### config.mk
export PLATFORM = sky130hd
export DESIGN_NAME = rename_regfile
export DESIGN_NICKNAME = d
export VERILOG_FILES = /design/src/rtl/rename_regfile.sv
export SDC_FILE = /design/constraint.sdc
export NUM_CORES = 2
export LEC_CHECK = 0
export BUFFER_PORTS_ARGS = -buffer_cell sky130_fd_sc_hd__buf_4
export CAP_MARGIN = 20
export CORE_MARGIN = 4
export CORE_UTILIZATION = 55
export CTS_CLUSTER_DIAMETER = 150
export DETAILED_ROUTE_END_ITERATION = 10
export PLACE_DENSITY = 0.72
export SYNTH_ARGS = -nofsm -noshare
export SYNTH_HDL_FRONTEND = slang
export SYNTH_SLANG_ARGS = --single-unit
### constraint.sdc
create_clock -name clk -period 3.7 [get_ports clk]
set_input_delay 0.37 -clock clk [delete_from_list [all_inputs] [get_ports clk]]
set_output_delay 0.37 -clock clk [all_outputs]
set_load 0.01 [all_outputs]
### src/rtl/rename_regfile.sv
// rename_regfile: architectural register file with per-register rename tags (ROB ids).
//
// Serves NRP parallel, zero-latency operand lookups. When a register has an
// outstanding producer, the read port reports ready=0 and the producer's ROB id
// instead of a value. Dispatch records a rename. Commit writes the value, and it
// clears the rename only if the tag still matches. Flush drops every rename.
//
// Ports:
//   clk, rst      clock and synchronous active-high reset
//   rdy           global enable; state is frozen when low
//   disp_*        dispatch rename request (valid, destination index, ROB id)
//   rp_addr       NRP packed read addresses, port i at [i*AW +: AW]
//   rp_ready      per-port ready flag
//   rp_value      per-port value (0 when not ready)
//   rp_rob_id     per-port pending producer id (0 when ready)
//   cmt_*         ROB commit (valid, destination index, ROB id, value)
//   flush         clear all rename state
//   busy_cnt      number of registers currently renamed
//
// Configuration macro: RENAME_REGFILE_BYPASS_EN. When it is defined, a read of a
// register whose producer commits in the current cycle returns the committed value
// in that same cycle.

module rename_regfile #(
   parameter int unsigned XLEN  = 32,
   parameter int unsigned NREG  = 32,
   parameter int unsigned ROB_W = 4,
   parameter int unsigned NRP   = 2,
   localparam int unsigned AW   = $clog2(NREG)
) (
   input  logic                  clk,
   input  logic                  rst,
   input  logic                  rdy,
   input  logic                  disp_valid,
   input  logic [AW-1:0]         disp_rd,
   input  logic [ROB_W-1:0]      disp_rob_id,
   input  logic [NRP*AW-1:0]     rp_addr,
   output logic [NRP-1:0]        rp_ready,
   output logic [NRP*XLEN-1:0]   rp_value,
   output logic [NRP*ROB_W-1:0]  rp_rob_id,
   input  logic                  cmt_valid,
   input  logic [AW-1:0]         cmt_rd,
   input  logic [ROB_W-1:0]      cmt_rob_id,
   input  logic [XLEN-1:0]       cmt_value,
   input  logic                  flush,
   output logic [AW:0]           busy_cnt
);

   localparam logic [AW:0] CntOne = 1;

   logic [XLEN-1:0]  value_q [NREG];
   logic [ROB_W-1:0] tag_q   [NREG];
   logic [NREG-1:0]  busy_q;
   logic [AW:0]      busy_cnt_q, busy_cnt_d;

   logic disp_en, cmt_en, cmt_clr, flush_en;

   // Register 0 is hardwired: it never gets renamed or written.
   assign disp_en  = rdy && disp_valid && (disp_rd != '0);
   assign cmt_en   = rdy && cmt_valid && (cmt_rd != '0);
   assign flush_en = rdy && flush;
   // Only the youngest rename is retired; a newer tag survives an older commit.
   assign cmt_clr  = cmt_en && busy_q[cmt_rd] && (tag_q[cmt_rd] == cmt_rob_id);

   // Count tracks the post-update number of busy registers. A tag-matching commit
   // to the register being re-renamed this cycle leaves it busy, so it is not a
   // decrement.
   always_comb begin
      busy_cnt_d = busy_cnt_q;
      if (flush_en) begin
         busy_cnt_d = '0;
      end else begin
         if (disp_en && !busy_q[disp_rd]) begin
            busy_cnt_d = busy_cnt_d + CntOne;
         end
         if (cmt_clr && !(disp_en && (disp_rd == cmt_rd))) begin
            busy_cnt_d = busy_cnt_d - CntOne;
         end
      end
   end

   always_ff @(posedge clk) begin
      if (rst) begin
         busy_q     <= '0;
         busy_cnt_q <= '0;
         for (int unsigned i = 0; i < NREG; i++) begin
            value_q[i] <= '0;
            tag_q[i]   <= '0;
         end
      end else begin
         if (cmt_en) begin
            value_q[cmt_rd] <= cmt_value;
            if (cmt_clr) begin
               busy_q[cmt_rd] <= 1'b0;
            end
         end
         // Later assignments win: flush beats everything, dispatch beats commit.
         if (flush_en) begin
            busy_q <= '0;
         end else if (disp_en) begin
            busy_q[disp_rd] <= 1'b1;
            tag_q[disp_rd]  <= disp_rob_id;
         end
         busy_cnt_q <= busy_cnt_d;
      end
   end

   assign busy_cnt = busy_cnt_q;

   // Read ports look at current state only; same-cycle dispatch is invisible.
   always_comb begin
      logic [AW-1:0] a;
      a         = '0;
      rp_ready  = '0;
      rp_value  = '0;
      rp_rob_id = '0;
      for (int unsigned p = 0; p < NRP; p++) begin
         a = rp_addr[p*AW +: AW];
         if (!busy_q[a]) begin
            rp_ready[p]               = 1'b1;
            rp_value[p*XLEN +: XLEN]  = value_q[a];
`ifdef RENAME_REGFILE_BYPASS_EN
         end else if (cmt_en && (cmt_rd == a) && (tag_q[a] == cmt_rob_id)) begin
            rp_ready[p]               = 1'b1;
            rp_value[p*XLEN +: XLEN]  = cmt_value;
`endif
         end else begin
            rp_rob_id[p*ROB_W +: ROB_W] = tag_q[a];
         end
      end
   end

endmodule
==> out/metrics.cfg <==
[power]
power_density_nw_per_um2=447
ir_drop_v=0.000436
cellLeakagePower_nw=25.9
total_power_mw=33.0

[sta]
finalHoldViolCount=0
max_slew_margin=0.202
report.final.slew_viol_count=0
finClkSkew_ns=0.0133
final_critical_path_setup_slack_ns=0.167
rsz0062_at_grt=no
finalSetupViolCount=0
timing.final.crit_share=0.955
fmax_mhz=283
fin_crit_ns=3.53
tightest_slew_ns=1.19

[finish]
drive_gt1_frac=0.321
multi_input_area_sq_um=28800
stdcell_count=5832
fillCellCount=8328
syn_to_final_growth_pct=13.0
nets=4264
regArea_sq_um=35400

[global_routing]
grt_start_max_net_pins=108
grt-ovfl-total=0
first_global_vias=41700
grt_pass1_wl_um=300000
antenna_found_initial=13
grt_usage=0.338

[yosys]
synth.avg_cell_area_sq_um=15.8
syn_inst=4126
synth_edf_count=1152
synth_area_leaders=edfxtp_1, mux4_2, and2_1
mappedNetlistArea_sq_um=65300
yosys.area.top_type=edfxtp_1
netlist.area_leader.share=0.530
synth-seq-cells=1190
synth.distinct_cells=59
synth-warning-count=0
ys_seq_area_frac=0.542
ys.flop_type=edfxtp_1
async_flop_share=0

[cts]
cts_buffers=131
clk_pin_slew_worst_paths_ns=0.06
cts.sinks=1190
cts_tree=done
clock_tree.root_cell=clkbuf_16
hold_buffers=0
clockBufferDepth=3
clock_latency_ns=0.75
htreeDepth=4

[worst_setup_path]
arrival_ns=3.16
r2r-end=busy_cnt[5]
required_ns=3.33
critPathLaunchType=flop
critPathKind=reg2out
rrSetupSlack_ns=0.62
worst-path-max-fanout=18
worstReg2RegStart=tag_q[18][0]
ff2ff_path_depth=8
endpoint_kind=primary output

[min_path]
hold_path_end=busy_q[16]
min_path_cells=4
hold_path_class=in2reg
hold_start=flush

[drt]
avgViaCountPerCell=7.09
ant_nets=0
wl_per_cell_um=35.9
drtIter0Drc=6528
wirelength_um=210000
post-route-drc-count=0
firstDrtPassIters=6
via_count=41300

[placed_design]
dpl.cell_count=5596
dp_slack_ns=0.250
portBuffers=145
dp.final_hpwl_um=125000
gp_congestion=0.914

[floorplanning]
ios=146
fp-row-count=126
dieWidth_um=352
core_sq_um=118000
die_y_um=352
start_util=0.553
die_area_sq_um=124000

[status]
outcome=completed

[flow_run]
cap_violations=0

critical path, cell delays in order, from the launching register on:
cell and delay, ns:
dfxtp_1 0.35, mux4_2 0.51, mux4_2 0.49, mux2_4 0.48, buf_12 0.26, nor2_1 0.16
buf_4 0.15
metal layers:
layer,vias up,part of all wire,track usage
li1,16300,-,-
met1,21300,0.35,0.459
met4,6,0.043,0.135
met5,-,0.00020,0
met3,560,0.13,0.0867
met2,3204,0.47,0.528
sequential cells by signal, indices dropped and copies added (netlist names):
register,flops
value_q,1024
busy_q,32
busy_cnt,6
tag_q,128
timing repair:
item,4_1_cts,5_1_grt
setup buffers,0,0
setup endpoints to repair,18,0
resized for setup,3,0
cell type report:
| type | instances | area share |
|---|---|---|
| timing repair buffer | 361 | 0.0477 |
| clock buffer | 168 | 0.0478 |
| clock inverter | 62 | 0.00826 |
| tap | 1536 | 0.0261 |
| sequential | 1190 | 0.479 |
| multi-input combinational | 2506 | 0.390 |
| inverter | 6 | 0.000356 |
| antenna | 3 | 0.000102 |
layout by cell type (no fill, tap or decap), types with 9 or more instances in the layout:
cell | netlist | routed
mux2i_1 | 148 | 148
buf_4 | 5 | 294
dfxtp_1 | 38 | 38
edfxtp_1 | 1152 | 1152
bufinv_16 | 0 | 9
and2_1 | 1010 | 1010
nor2_4 | 0 | 18
clkinv_2 | 0 | 15
buf_12 | 0 | 60
o21ai_0 | 13 | 13
clkinv_1 | 0 | 19
or2_2 | 9 | 9
clkbuf_16 | 0 | 136
o21bai_4 | 0 | 31
and3_1 | 124 | 124
conb_1 | 1 | 36
nor2_1 | 106 | 87
a21oi_1 | 12 | 11
nand2_1 | 51 | 51
o311ai_0 | 32 | 32
or3_1 | 10 | 10
mux4_2 | 750 | 750
clkbuf_1 | 381 | 32
nor3_2 | 0 | 14
nand2b_1 | 26 | 26
o22ai_1 | 33 | 33
synthesized netlist by cell type, types with 2 or more instances:
library cell	count
a21o_1	5
a21oi_1	12
and2_1	1010
and3_1	124
and3b_1	2
buf_1	53
buf_2	16
buf_4	5
buf_6	3
clkbuf_1	381
dfxtp_1	38
edfxtp_1	1152
ha_1	2
inv_1	6
mux2_2	5
mux2i_1	148
mux4_2	750
nand2_1	51
nand2b_1	26
nand3_1	7
nand4_1	6
nand4b_1	4
nor2_1	106
nor3_1	22
nor3b_1	4
nor4_1	7
o21ai_0	13
o21bai_1	34
o22ai_1	33
o311ai_0	32
o31ai_1	2
or2_2	9
or3_1	10
or3b_2	2
or4_1	4
or4b_1	2
or4b_2	2
or4bb_1	6
xnor2_1	6
xor2_1	7
metrics by stage:
stage / instance area, sq um / TNS (ns) / hold slack [ns] / util
after floorplan: 65400 / -24.17 / 0.461 / -
after global placement: 69500 / 0 / 0.503 / 0.590
after detailed placement: 69500 / 0 / 0.500 / 0.590
after CTS: 73700 / 0 / 0.0187 / 0.625
after global routing: 73800 / 0 / 0.0747 / 0.625
final: 73800 / 0 / 0.0617 / 0.626
power breakdown:
part	total [mW]	internal, mW	switching, mW	leakage (nW)
Sequential	15.9	15.5	0.395	11.3
Clock	12.8	7.38	5.44	2.00
Combinational	4.27	2.02	2.25	12.7
cells by family after synthesis:
logic type / count (synthesis) / synth area share
AND/OR/NAND/NOR: 1411 / 0.130
flip-flops: 1190 / 0.542
multiplexers: 903 / 0.282
buffers and inverters: 465 / 0.0279
AO/OA/AOI/OAI: 141 / 0.0155
XOR/XNOR: 13 / 0.00174
adder cells (fa/ha/maj): 2 / 0.000383
other: 1 / 0.0000575
worst max-delay path by stage:
stage	startpoint	to	slack, ns	cells after the start
2_1_floorplan	cmt_rd[0]	value_q[12][0]	-0.19	9
3_3_place_gp	cmt_rd[0]	busy_cnt[5]	0.20	9
3_5_place_dp	cmt_rd[0]	busy_cnt[5]	0.25	9
4_1_cts	busy_q[7]	rp_value[57]	0.14	6
5_1_grt	busy_q[2]	rp_value[57]	0.03	6
6_report	busy_q[7]	rp_value[31]	0.17	6
Power figures use the tool's default switching activity.
